[src/rtl/path_stream_pkg.sv]
// rtl/path_stream_pkg.sv - kind encodings, walker states and sentinel helpers for the path result streamer
package path_stream_pkg;

  localparam logic [1:0] KIND_NODE    = 2'd0;
  localparam logic [1:0] KIND_UNREACH = 2'd1;
  localparam logic [1:0] KIND_TERM    = 2'd2;
  localparam logic [1:0] KIND_NEG     = 2'd3;

  typedef enum logic [2:0] {
    IDLE,
    READ,
    WAIT,
    EMIT,
    FINISH
  } state_t;

  // Sentinels are defined on a wide carrier and narrowed by the user to its word width
  localparam int SENTINEL_MAX_W = 64;
  localparam logic [SENTINEL_MAX_W-1:0] SENTINEL_ZERO = '0;

  function automatic logic [SENTINEL_MAX_W-1:0] sentinel_ones(input int width);
    sentinel_ones = {SENTINEL_MAX_W{1'b1}} >> (SENTINEL_MAX_W - width);
  endfunction

endpackage

[src/rtl/path_stream_classify.sv]
// rtl/path_stream_classify.sv - combinational result-word decode into kind and last flag
module path_stream_classify
  import path_stream_pkg::*;
#(
  parameter int DATA_W = 16
) (
  input  logic [DATA_W-1:0] data,
  output logic [1:0]        kind,
  output logic              last
);

  localparam logic [DATA_W-1:0] ZERO_W = DATA_W'(SENTINEL_ZERO);
  localparam logic [DATA_W-1:0] ONES_W = DATA_W'(sentinel_ones(DATA_W));

  // Zero terminates the path, all-ones marks an unreachable node, anything else is a node id
  always_comb begin
    kind = KIND_NODE;
    last = 1'b0;
    if (data == ZERO_W) begin
      kind = KIND_TERM;
      last = 1'b1;
    end else if (data == ONES_W) begin
      kind = KIND_UNREACH;
    end
  end

endmodule

[src/rtl/path_result_streamer.sv]
// rtl/path_result_streamer.sv - walks the path result memory and streams classified words; PATH_STREAM_SKIP_UNREACH_EN drops UNREACH beats
module path_result_streamer
  import path_stream_pkg::*;
#(
  parameter int DATA_W    = 16,
  parameter int ADDR_W    = 14,
  parameter int BASE_ADDR = 0,
  parameter int MAX_LEN   = 16383
) (
  input  logic              clock,
  input  logic              reset,
  input  logic              start,
  input  logic              n_exist,
  output logic              mem_rd_en,
  output logic [ADDR_W-1:0] mem_addr,
  input  logic [DATA_W-1:0] mem_rdata,
  output logic              out_valid,
  input  logic              out_ready,
  output logic [DATA_W-1:0] out_data,
  output logic [1:0]        out_kind,
  output logic              out_last,
  output logic              busy,
  output logic              done,
  output logic              overflow
);

`ifdef PATH_STREAM_SKIP_UNREACH_EN
  localparam bit SKIP_UNREACH = 1'b1;
`else
  localparam bit SKIP_UNREACH = 1'b0;
`endif

  localparam logic [ADDR_W-1:0] BASE    = ADDR_W'(BASE_ADDR);
  localparam logic [ADDR_W:0]   MAX_CNT = (ADDR_W+1)'(MAX_LEN);

  state_t              state, state_n;
  logic [ADDR_W-1:0]   addr, addr_n;
  logic [ADDR_W:0]     count, count_n, count_inc;
  logic [DATA_W-1:0]   data_q, data_n;
  logic [1:0]          kind_q, kind_n;
  logic                last_q, last_n;
  logic                ovf_q, ovf_n;
  logic                step;
  logic [1:0]          cls_kind;
  logic                cls_last;

  path_stream_classify #(
    .DATA_W(DATA_W)
  ) u_classify (
    .data(mem_rdata),
    .kind(cls_kind),
    .last(cls_last)
  );

  assign count_inc = count + (ADDR_W+1)'(1);

  // State and beat registers; reset discards any in-flight beat
  always_ff @(posedge clock) begin
    if (reset) begin
      state  <= IDLE;
      addr   <= BASE;
      count  <= '0;
      data_q <= '0;
      kind_q <= KIND_NODE;
      last_q <= 1'b0;
      ovf_q  <= 1'b0;
    end else begin
      state  <= state_n;
      addr   <= addr_n;
      count  <= count_n;
      data_q <= data_n;
      kind_q <= kind_n;
      last_q <= last_n;
      ovf_q  <= ovf_n;
    end
  end

  // Next-state and beat loading; "step" advances to the next word or forces a TERM at the length limit
  always_comb begin
    state_n = state;
    addr_n  = addr;
    count_n = count;
    data_n  = data_q;
    kind_n  = kind_q;
    last_n  = last_q;
    ovf_n   = ovf_q;
    step    = 1'b0;

    case (state)
      IDLE: begin
        if (start) begin
          ovf_n = 1'b0;
          if (n_exist) begin
            data_n  = '0;
            kind_n  = KIND_NEG;
            last_n  = 1'b1;
            state_n = EMIT;
          end else begin
            addr_n  = BASE;
            count_n = '0;
            state_n = READ;
          end
        end
      end
      READ: state_n = WAIT;
      WAIT: begin
        if (SKIP_UNREACH && cls_kind == KIND_UNREACH) begin
          step = 1'b1;
        end else begin
          data_n  = mem_rdata;
          kind_n  = cls_kind;
          last_n  = cls_last;
          state_n = EMIT;
        end
      end
      EMIT: begin
        if (out_ready) begin
          if (last_q) state_n = FINISH;
          else        step    = 1'b1;
        end
      end
      FINISH: state_n = IDLE;
      default: state_n = IDLE;
    endcase

    // The address is left unchanged at the limit so it never points past the last legal word
    if (step) begin
      count_n = count_inc;
      if (count_inc == MAX_CNT) begin
        data_n  = '0;
        kind_n  = KIND_TERM;
        last_n  = 1'b1;
        ovf_n   = 1'b1;
        state_n = EMIT;
      end else begin
        addr_n  = addr + ADDR_W'(1);
        state_n = READ;
      end
    end
  end

  assign mem_rd_en = (state == READ);
  assign mem_addr  = addr;
  assign out_valid = (state == EMIT);
  assign out_data  = data_q;
  assign out_kind  = kind_q;
  assign out_last  = last_q;
  assign busy      = (state == READ) || (state == WAIT) || (state == EMIT);
  assign done      = (state == FINISH);
  assign overflow  = ovf_q;

endmodule

[config.mk]
export PLATFORM = sky130hd
export DESIGN_NAME = path_result_streamer
export DESIGN_NICKNAME = d
export VERILOG_FILES = /design/src/rtl/path_stream_pkg.sv /design/src/rtl/path_stream_classify.sv /design/src/rtl/path_result_streamer.sv
export SDC_FILE = /design/constraint.sdc
export NUM_CORES = 1
export LEC_CHECK = 0
export CAP_MARGIN = 20
export CORE_ASPECT_RATIO = 0.8
export CORE_MARGIN = 5
export CORE_UTILIZATION = 55
export DETAILED_ROUTE_END_ITERATION = 12
export GPL_TIMING_DRIVEN = 0
export HOLD_SLACK_MARGIN = 0.03
export PLACE_DENSITY = 0.92
export SYNTH_ARGS = -nofsm -noshare
export SYNTH_HDL_FRONTEND = slang
export SYNTH_SLANG_ARGS = --single-unit
[constraint.sdc]
create_clock -name clock -period 5.94 [get_ports clock]
set_input_delay 0.891 -clock clock [delete_from_list [all_inputs] [get_ports clock]]
set_output_delay 0.891 -clock clock [all_outputs]
set_load 0.01 [all_outputs]
Word level (Yosys, flattened, before mapping)
Cells that the tools add are included.

storage, ports and cells
  flip-flop bits (word level) = 52
  latch bits = 0
  memory bits (writable) = 0
  memory bits (read-only) = 0
  input port bits = 21
  logic and storage cells = 68
  memories kept = 0

cells by class
  add/subtract/negate cells = 2
  $mul = 0
  div/mod/pow operators = 0
  order comparisons = 0
  equal/unequal tests = 10
  shift operators = 0
  mux-type cells = 41
  bitwise logic cells = 0
  reductions and logical operators = 8

operator list
  operator                                          number
  two-way mux 14 bit                                5
  two-way mux 16 bit                                4
  two-way mux 15 bit                                4
  case mux 16 bit (2 select lines)                  1
  == test 16 bit (second input constant)            1
  logical NOT 16 bit                                1
  adder 15 x 1 -> 15 bit (second input constant)    1
  == test 15 x 14 -> 1 bit (second input constant)  1
  adder 14 x 1 -> 14 bit (second input constant)    1
  two-way mux 2 bit                                 7
  two-way mux 1 bit                                 13
  two-way mux 3 bit                                 4
  case mux 3 bit (4 select lines)                   1
  == test 3 x 2 -> 1 bit (second input constant)    2
  != test 3 x 1 -> 1 bit (second input constant)    2
  AND reduction 3 bit                               2
  case mux 2 bit (2 select lines)                   1
  nonzero test 2 bit                                2
  == test 3 x 1 -> 1 bit (second input constant)    1
  == test 3 bit (second input constant)             1
  logical NOT 3 bit                                 1
  != test 3 bit (second input constant)             1
  logical OR 1 bit                                  2
  != test 2 x 1 -> 1 bit (second input constant)    1
  case mux 1 bit (2 select lines)                   1

Depth between registers and ports, before layout
  depth in word-level cells = 6
  depth in mapped cells = 11

By module
Synthesis repeated with hierarchy kept, for this count alone.

second synthesis, totals
  cell total of the unflattened synthesis = 347
  area, all modules = 2785.2 µm²

by module, submodules not included
  module                times used  cells each  area an instance (µm²)  sequential area each (µm²)
  path_result_streamer  1           336         2712.6                  1041.0
  path_stream_classify  1           11          72.6                    0.0

Worst setup path before layout
Ideal clock, no wire load.

  path kind = register to register
  start point = register count[0]
  end point = register addr[10], in the netlist mem_addr[10]
  data arrival time = 2.579 ns
  data required time = 5.818 ns
  path slack = 3.239 ns
  stages on the path, launching flop included = 11
  buffers on the path = 2
  clock period less this slack = 2.701 ns
  cell sequence = dfxtp_1 > ha_1 > nand3_4 > or4_4 > xnor2_1 > and4_1 > and2_1 > buf_6 > o21a_2 > buf_6 > a221o_1

between the ends
  longest elaborated chain between the ends = 4

ends and longest elaborated chain
  element                   line                         RTL
  from (decl)               path_result_streamer.sv:38   logic [ADDR_W:0] count, count_n, count_inc;
  from (signal assigned)    path_result_streamer.sv:70   count <= count_n;
  adder 15 x 1 -> 15 bit    path_result_streamer.sv:55   assign count_inc = count + (ADDR_W+1)'(1);
  == test 15 x 14 -> 1 bit  path_result_streamer.sv:129  if (count_inc == MAX_CNT) begin
  two-way mux 14 bit        path_result_streamer.sv:129
  two-way mux 14 bit        path_result_streamer.sv:127  if (step) begin
  to (signal assigned)      path_result_streamer.sv:69   addr <= addr_n;
  to (decl)                 path_result_streamer.sv:37   logic [ADDR_W-1:0] addr, addr_n;

Every way passes these cells.
A chain may end at the register's enable or synchronous reset.

Worst setup path after layout
  start point = register count[1]
  end point = register addr[5], in the netlist mem_addr[5]

Same word-level chain as after synthesis.

==> run metrics <==
antenna violations before repair 0; leakage about 0.0013 uW; Post-synth EDFFs 0; detailed-route via count approximately 2800; complex-gate fraction of the synthesized area 0.2196; final wirelength between 7000 and 8000 um; maximum fanout along the worst path 10; Critical Path RT just over 6 ns; Arr. time, crit path between 3 and 4 ns; DRT Pass-1 Iters 5; die width 88.92 um; worst skew pair latency about 0.31 ns; xor and xnor area share after synthesis 0.01279; sequential area share after synthesis 0.3799; Num CTS Buffers 5; Placer Congestion 0.9053; VDD IR max roughly 0.18 mV; setup TNS 0 ns; layout cells sized above 1 0.08608; Pwr Density just under 200 mW/mm^2; gr usage total 0.2262; die area about 0.0065 mm^2; HP Class reg -> reg; # Post-CTS Setup Buffers 0; simple-gate portion of the synthesized area 0.3073; Hold Buf Count CTS 0; post-synthesis cell count 330; DRC viols 0; Fmax achieved roughly 0.34 GHz; Inserted Diodes 0; most frequent cells in the layout 57 x clkdlybuf4s50_1, 52 x dfxtp_1, 43 x nor2_1; Logic pwr share 0.157; Initial Util 0.5568; Clk pwr share 0.309; Mapped Avg Cell Area approximately 8.3 um^2; vias in the first global route about 2600; Unique masters post-synth 56; largest family of logic cells by synthesized area simple AND/OR/NAND/NOR gates; Synth Warn # 0; Final Cycle Share 0.5011; Seq pwr share 0.534; number of max-cap violations 0; area share of the largest cell type after synthesis 0.3799; CTS tree yes; final net count roughly 420; Area Growth Syn to Fin 27.21%; Worst setup EP type flip-flop; Hold Vio Cnt, Final 0; Int Power 504.4 uW; post-synthesis register bit count 52; CTS H-tree depth 2; Core Region roughly 0.005 mm^2; Routed Antenna Nets 0; syn nets between 300 and 400; critical path class reg -> reg; status finished clean; first-pass GRT wire length 11810 um; post-detail-place hpwl between 5000 and 6000 um; GRT Residual Overflow 0; Vias/cell around 6; worst hold slack just under 0.5 ns; commonest non-fill, non-tap cell in the layout clkdlybuf4s50_1; synthesized cell area 0.002740 mm^2; I/O pin count 59; pin count of the biggest net entering global routing 17; post-synth top area cell dfxtp_1; Post-synth top flop dfxtp_1; mux share of post-synthesis cell area 0.007763; die height approximately 73 um; CTS max path bufs 2; minimum clock period between 2 and 3 ns; NetSw roughly 180 uW; design area approximately 0.0035 mm^2; Worst-path clk slew about 0.10 ns; DR iter-0 viols 286; Post-CTS Resized 0; dpl cell area around 0.0034 mm^2; Synth Area in Adders 0.01370; Sink Count 52; final max-slew violation count 0; row cnt 23; RSZ-0062 raised after global routing no; Critical Path Source Type flip-flop; total power a little under 700 uW; worst-margin pin slew 0.6484 ns; endpoints failing setup 0; post-DR wirelength/cell 15.64 um; largest cells by area after synthesis dfxtp_1 38%, nor2_1 5.9%, a22oi_1 4.4%; Sw Ratio 0.2648; CTS root buffer clkbuf_8; relative slew slack 0.5662; ys async rst share 0; port bufs between 50 and 60; Final Skew slightly above 0.007 ns
path summary, 6_finish.rpt:
check,from,to,slack [ns],depth (start not counted)
min,out_kind[0]$_SDFF_PP0_,out_kind[0]$_SDFF_PP0_,0.49,2
min reg2reg,out_kind[0]$_SDFF_PP0_,out_kind[0]$_SDFF_PP0_,0.49,2
max reg2reg,count[1]$_SDFFE_PP0P_,mem_addr[5]$_SDFF_PP0_,2.96,10
max,count[1]$_SDFFE_PP0P_,mem_addr[5]$_SDFF_PP0_,2.96,10
layer usage:
layer / vias to the layer above / part of all wire / wire (um) / global-route usage
li1: 1352 / - / - / -
met1: 1332 / 0.44 / 3140 / 0.2998
met2: 121 / 0.46 / 3295 / 0.3526
met3: 13 / 0.085 / 606 / 0.06433
met4: 0 / 0.015 / 104 / 0.07718
met5: - / 0 / 0 / 0
registers in the layout (all words and copies together) (netlist names):
register,flops
out_data,16
count,15
mem_addr,14
state,3
out_kind,2
out_last,1
overflow,1
final cells by class:
type                       instances  area [um^2]
timing repair buffer              57        570.5
buffer                            22        131.4
tap                               62        77.57
multi-input combinational        248         1538
inverter                           8        30.03
fill                             368         1435
clock inverter                     2        15.01
sequential                        52         1041
clock buffer                       6        82.58
stage by stage:
stage / worst slack (ns) / util / std cells
global placement: 2.925 / 0.6885 / 449
CTS: 2.997 / 0.7084 / 457
detailed placement: 2.867 / 0.6885 / 449
floorplan: 3.239 / - / 330
finish: 2.963 / 0.7084 / 457
global route: 2.794 / 0.7084 / 457
Yosys cell counts (3+ instances only):
master,count
a21oi_1,23
a221o_1,9
a22oi_1,16
a31oi_1,5
and2_1,4
and3_1,13
and4_1,3
buf_6,4
clkbuf_1,15
dfxtp_1,52
ha_1,3
inv_1,8
nand2_1,18
nand3_1,9
nand4_1,9
nor2_1,43
nor2_2,4
nor2b_1,5
nor3_1,10
nor4_1,9
o21ai_0,13
or2_2,3
or3_1,5
or4_1,3
logic make-up (layout without fill, tap and decap cells):
| family | after synthesis | after routing |
|---|---|---|
| AO/OA/AOI/OAI | 87 | 87 |
| XOR/XNOR | 4 | 4 |
| adder cells (fa/ha/maj) | 3 | 3 |
| buffers and inverters | 30 | 95 |
| flip-flops | 52 | 52 |
| multiplexers | 2 | 2 |
| AND/OR/NAND/NOR | 152 | 152 |
critical path, cell delays in order (launching register included):
cell and delay, ns:
dfxtp_1 0.51, ha_1 0.37, nand3_4 0.16, or4_4 0.55, xnor2_1 0.14, and4_1 0.17, and2_1 0.15, buf_6 0.13
o21a_2 0.20, buf_6 0.14, a221o_1 0.34
power by group through the flow:
stage	Sequential, uW	Clock (uW)	Combinational (uW)
after global routing	368	228	117
after detailed placement	373	0	106
after CTS	366	215	107
final	366	212	108
after floorplan	377	0	50.9
after global placement	373	0	104
Power figures use the tool's default switching activity.
==> RTL edit 1, RTL diff (same flow settings) <==
`DATA_W` is set to 16 in 2 places; all go to 24.
--- a/src/rtl/path_stream_classify.sv
+++ b/src/rtl/path_stream_classify.sv
@@ -4,3 +4,3 @@
 #(
-  parameter int DATA_W = 16
+  parameter int DATA_W = 24
 ) (
--- a/src/rtl/path_result_streamer.sv
+++ b/src/rtl/path_result_streamer.sv
@@ -4,3 +4,3 @@
 #(
-  parameter int DATA_W    = 16,
+  parameter int DATA_W    = 24,
   parameter int ADDR_W    = 14,
Ports: changed (resized mem_rdata and out_data); port bits go from 59 to 75. No check against the original RTL was run, so the function may have changed too.
==> RTL edit 1 against the unedited design <==
Worst hold slack better by 0.018 ns; worst setup slack gained 0.046 ns; final area rose by 16%; clock power is 94% higher; area after synthesis grew 11%; sequential cell count grew 8; cell count is 13% higher; combinational power rose by 30%; sequential share of layout area down 0.26 points; sequential power is 17% higher; routed wire length is 30% higher; non-clock buffer count up 18; total power is 43% higher; largest power group unchanged.
==> RTL edit 1: results (changes against the unedited design) <==
GLOBAL ROUTING
----------------------------------------------------------------------------------------
Antenna violations before repair                                                       0   unchanged
Total global routing overflow                                                          0   unchanged
Maximum number of pins on one net before global-route repair                          11   -6
All-Layer GR Usage                                                                 27.0%   +4.3 points
Number of global-route vias before repair                                           3232   +26%
Wire length of the first global-routing pass                                     15.4 mm   +30%

CTS
----------------------------------------------------------------------------------------
Cell at the root of the clock tree                                          sky130_fd_sc_hd__clkbuf_8
Worst-path clk slew                                                              0.07 ns   -0.03 ns
Bufs on Longest Clock Path                                                             2   unchanged
Num CTS Buffers                                                                        9   +4
Number of H-tree levels                                                                3   +1
Setup Buffers After CTS                                                                0   unchanged
Clock network latency to the later pin of the worst-skew pair                    0.35 ns   +0.04 ns
Count of cells resized by post-cts repair                                              0   unchanged

LOGIC SYNTHESIS
----------------------------------------------------------------------------------------
Synth top area cells                                                        sky130_fd_sc_hd__dfxtp_1 (40%), sky130_fd_sc_hd__nor2_1 (6.9%), sky130_fd_sc_hd__a22oi_1 (6.0%)
Predominant post-synthesis flop cell                                        sky130_fd_sc_hd__dfxtp_1
Synth Net Count                                                                      396   +12%
Number of distinct library cells after synthesis                                      54   -3.6%
Share of the yosys chip area belonging to registers                                39.7%   +1.7 points
Count of warnings emitted by yosys                                                     0   unchanged
Async set-reset flop share out of synthesis                                           0%   unchanged
Post-synth top cells                                                        sky130_fd_sc_hd__dfxtp_1 (60), sky130_fd_sc_hd__nor2_1 (56), sky130_fd_sc_hd__a21oi_1 (25)
Synth Area per Inst                                                             8.32 µm²   +0.18%

PLACED DESIGN
----------------------------------------------------------------------------------------
Routability Congestion                                                             0.997   +10%
Hpwl dp                                                                          6.54 mm   +26%
PortBufs                                                                              73   +28%
Total instance count after detailed placement                                        502   +12%

LAYOUT
----------------------------------------------------------------------------------------
Ant diodes                                                                             0   unchanged
Flip-flop count of the largest register, all copies and words added                   24   +8
Share of cells above drive strength 1                                              7.73%   -0.88 points
NumNets Final                                                                        480   +15%

PWR
----------------------------------------------------------------------------------------
Max VDD drop                                                                  0.000167 V   -6.1%
Switching share of total power                                                     25.3%   -1.2 points
Leak pwr                                                                         1.51 nW   +20%

DETAILED ROUTING
----------------------------------------------------------------------------------------
DRT iter0 DRCs                                                                       393   +37%
Total wire length                                                                9.27 mm   +30%
Via count                                                                           3280   +16%
Number of search-and-repair iterations in the first detailed-routing pass              8   +3
Routed length per placed instance                                                17.9 µm   +14%

WORST SETUP PATH
----------------------------------------------------------------------------------------
Critical path fanouts, max                                                             8   -2
Data arrival time of the worst path                                              3.17 ns   about the same

STATUS
----------------------------------------------------------------------------------------
Status                                                                      finished, final reports clean

TIMING
----------------------------------------------------------------------------------------
Transition time at the pin with the least slew margin                           0.857 ns   +0.208 ns
Final Skew                                                                     0.0105 ns   +0.00332 ns

## RTL edit 1: area by class of cell
| cell class | count | area [µm²] |
|---|---|---|
| buffer | 24 | 128 |
| multi-input combinational | 276 | 1680 |
| sequential | 60 | 1200 |
| inverter | 4 | 15.0 |
| clock buffer | 12 | 145 |
| fill | 372 | 1350 |
| tap | 65 | 81.3 |
| timing repair buffer | 73 | 731 |
| clock inverter | 4 | 72.6 |
## RTL edit 1: cells by family (layout without fill, tap and decap cells)
logic type / count (synthesis) / count (layout) / share of synthesized area, %
buf+inv: 28 / 117 / 4.71
flops: 60 / 60 / 39.7
compound gates: 101 / 101 / 23.3
mux: 1 / 1 / 0.331
simple gates: 168 / 168 / 29.9
fa+ha+maj: 3 / 3 / 1.24
xor+xnor: 3 / 3 / 0.868
## RTL edit 1: power groups by stage
stage / Clock, mW / Sequential [mW] / Combinational (mW)
after CTS: 0.415 / 0.427 / 0.138
final: 0.411 / 0.428 / 0.140
after global routing: 0.438 / 0.430 / 0.150
after detailed placement: 0 / 0.436 / 0.136
after floorplan: 0 / 0.440 / 0.0597
after global placement: 0 / 0.436 / 0.132
## RTL edit 1: metrics by stage
step                setup slack (ns)  hold WS [ns]  util, %  cell area [µm²]
floorplan                       3.42         0.472        -             3030
global placement                2.99         0.467     71.0             3840
detailed placement              2.95         0.481     71.0             3840
CTS                             3.11         0.491     75.1             4060
global route                    2.84         0.532     75.1             4060
finish                          3.01         0.504     75.1             4060
## RTL edit 1: critical path, cell delays in order (launching register included)
cell and delay, ns:
sky130_fd_sc_hd__dfxtp_1 0.47, sky130_fd_sc_hd__ha_1 0.19, sky130_fd_sc_hd__buf_2 0.17, sky130_fd_sc_hd__nand3_1 0.20, sky130_fd_sc_hd__nor4_1 0.70, sky130_fd_sc_hd__o221a_4 0.33, sky130_fd_sc_hd__a21oi_4 0.04, sky130_fd_sc_hd__o21ai_2 0.36
sky130_fd_sc_hd__nor2_1 0.11, sky130_fd_sc_hd__a221o_1 0.27
## RTL edit 1: worst paths after layout
check,startpoint,slack [ns],endpoint,depth (start not counted)
min,overflow,0.50,overflow,2
max reg2reg,count[0],3.01,mem_addr[12],9
min reg2reg,overflow,0.50,overflow,2
max,count[0],3.01,mem_addr[12],9
## RTL edit 1: routing by layer
metal | vias to the layer above | wire length [µm] | global-route usage, %
met4 | 0 | 312 | 11.6
li1 | 1527 | - | -
met5 | - | 0 | 0
met1 | 1504 | 3860 | 33.2
met2 | 212 | 4240 | 42.3
met3 | 37 | 864 | 9.77
==> RTL edit 2, RTL diff (same settings) <==
Without the edit above. Reset style: asynchronous (`reset`), changed in one clocked block.
--- a/src/rtl/path_result_streamer.sv
+++ b/src/rtl/path_result_streamer.sv
@@ -57,3 +57,3 @@
   // State and beat registers; reset discards any in-flight beat
-  always_ff @(posedge clock) begin
+  always_ff @(posedge clock or posedge reset) begin
     if (reset) begin
Formal check against the unedited RTL: differs if reset is asserted again (counterexample within 4 cycles, from zero or initial values and one cycle with reset high); with reset held inactive, the same outputs for 10 cycles.
==> RTL edit 2 against the unedited design <==
Synthesized cell count shrank 1.5%; core utilization grew 1.8 points; routed wire length grew 7.9%; final area up 5.6%; area after synthesis up 6.3%; sequential cell count is the same; worst setup slack gained 0.041 ns; critical endpoint is now mem_addr[9].
Power is not compared: it rests on default switching activity, and its combinational part moved more than twofold at a synthesized area within 25%.
==> RTL edit 2: results (changes against the unedited design) <==
PLACED DESIGN
----------------------------------------------------------------------------------------
Routability Congestion                                                             0.867   -4.3%
Hpwl dp                                                                          5.67 mm   +9.4%
Area post-placement                                                          0.00359 mm²   +6.0%
Total instance count after detailed placement                                        446   -0.67%
PortBufs                                                                              58   +1.8%

WORST SETUP PATH
----------------------------------------------------------------------------------------
Critical-path cell with the highest stage delay                             sky130_fd_sc_hd__or4b_4
Path depth of the worst reg2reg path                                                   8   -2
Data arrival time of the worst path                                              3.15 ns   -0.03 ns
Reg-to-reg critical path startpoint                                             count[1]
Cell family with the largest share of critical-path delay                   simple AND/OR/NAND/NOR gates
Register-to-register setup slack                                                 3.00 ns   +0.04 ns
Destination of the worst register-to-register timing path                    mem_addr[9]

DETAILED ROUTING
----------------------------------------------------------------------------------------
DRT iter0 DRCs                                                                       243   -15%
WL met2                                                                          3.63 mm   +10%
Number of search-and-repair iterations in the first detailed-routing pass              5   unchanged
Total wire length                                                                7.71 mm   +7.9%
Wire length on met3                                                               603 µm   -0.50%
Via count                                                                           2828   +0.35%
Routed length per placed instance                                                17.0 µm   +8.6%
Met1 WL                                                                          3.35 mm   +6.6%

GLOBAL ROUTING
----------------------------------------------------------------------------------------
All-Layer GR Usage                                                                 23.3%   +0.68 points
GR Util met1                                                                       30.0%   about the same
Antenna violations before repair                                                       0   unchanged
Wire length of the first global-routing pass                                     12.9 mm   +9.0%
Number of global-route vias before repair                                           2679   +4.2%
Met3 layer usage reported by global route                                          4.70%   -1.7 points
Maximum number of pins on one net before global-route repair                          32   +15
GR Layer Usage met2                                                                40.1%   +4.9 points

LOGIC SYNTHESIS
----------------------------------------------------------------------------------------
Synth Net Count                                                                      349   -1.4%
Async set-reset flop share out of synthesis                                         100%   +100 points
Predominant post-synthesis flop cell                                        sky130_fd_sc_hd__dfrtp_1
Synth top area cells                                                        sky130_fd_sc_hd__dfrtp_1 (45%), sky130_fd_sc_hd__nor2_1 (5.5%), sky130_fd_sc_hd__a22oi_1 (4.4%)
Post-synthesis instance total                                                        325   -1.5%
Cell with the most instances after synthesis                                sky130_fd_sc_hd__dfrtp_1
Post-synth top cells                                                        sky130_fd_sc_hd__dfrtp_1 (52), sky130_fd_sc_hd__nor2_1 (43), sky130_fd_sc_hd__nand2_1 (29)
Share of the yosys chip area belonging to registers                                44.7%   +6.7 points

LAYOUT
----------------------------------------------------------------------------------------
NumNets Final                                                                        415   -0.72%
Share of cells above drive strength 1                                              7.14%   -1.5 points

TIMING
----------------------------------------------------------------------------------------
Slew headroom                                                                      22.3%   -34 points
Final Skew                                                                    0.00676 ns   -0.000407 ns
Highest clock frequency the design can meet                                      341 MHz   +1.4%

STATUS
----------------------------------------------------------------------------------------
Status                                                                      finished, final reports clean

CTS
----------------------------------------------------------------------------------------
Count of cells resized by post-cts repair                                              0   unchanged
Number of H-tree levels                                                                2   unchanged
Worst-path clk slew                                                              0.09 ns

WORST HOLD PATH
----------------------------------------------------------------------------------------
Type of the most critical hold path                                         register to register

PWR
----------------------------------------------------------------------------------------
Max VDD drop                                                                  0.000264 V

RTL edit 2: how the worst min path moves through the flow:
| stage | cells past startpoint | start | slack, ns | end |
|---|---|---|---|---|
| finish | 1 | overflow | 0.49 | overflow |
| global route | 1 | overflow | 0.51 | overflow |
| CTS | 1 | count[14] | 0.49 | count[14] |
| detailed placement | 1 | overflow | 0.47 | overflow |
| global placement | 1 | overflow | 0.47 | overflow |
| floorplan | 1 | count[14] | 0.44 | count[14] |
RTL edit 2: cell type report:
type / instances / area [µm²] / area share, %
well taps: 62 / 77.6 / 2.11
inverters: 14 / 52.6 / 1.43
clock inverters: 2 / 16.3 / 0.442
clock buffers: 6 / 72.6 / 1.97
flip-flops and latches: 52 / 1300 / 35.4
repair buffers: 59 / 601 / 16.3
plain buffers: 16 / 76.3 / 2.07
multi-input cells: 243 / 1480 / 40.3
RTL edit 2: cell families after synthesis:
logic type	after synthesis	share of synthesized area (%)
xor+xnor	3	0.902
compound gates	83	18.7
buf+inv	30	4.42
flops	52	44.7
mux	3	1.07
fa+ha+maj	3	1.29
simple gates	151	28.9
RTL edit 2: report_power, final:
| group | leakage, nW | switching, mW | total, mW | internal (mW) |
|---|---|---|---|---|
| logic | 0.787 | 0.383 | 0.726 | 0.343 |
| registers | 0.684 | 0.103 | 0.571 | 0.468 |
| clock network | 0.0414 | 0.119 | 0.203 | 0.0840 |
RTL edit 2: through the flow:
step	hold WS [ns]	worst slack, ns	util [%]
CTS	0.494	3.01	72.7
global route	0.505	2.76	72.7
detailed placement	0.473	2.82	70.9
global placement	0.471	2.85	70.5
floorplan	0.442	3.37	-
finish	0.487	3.00	72.7
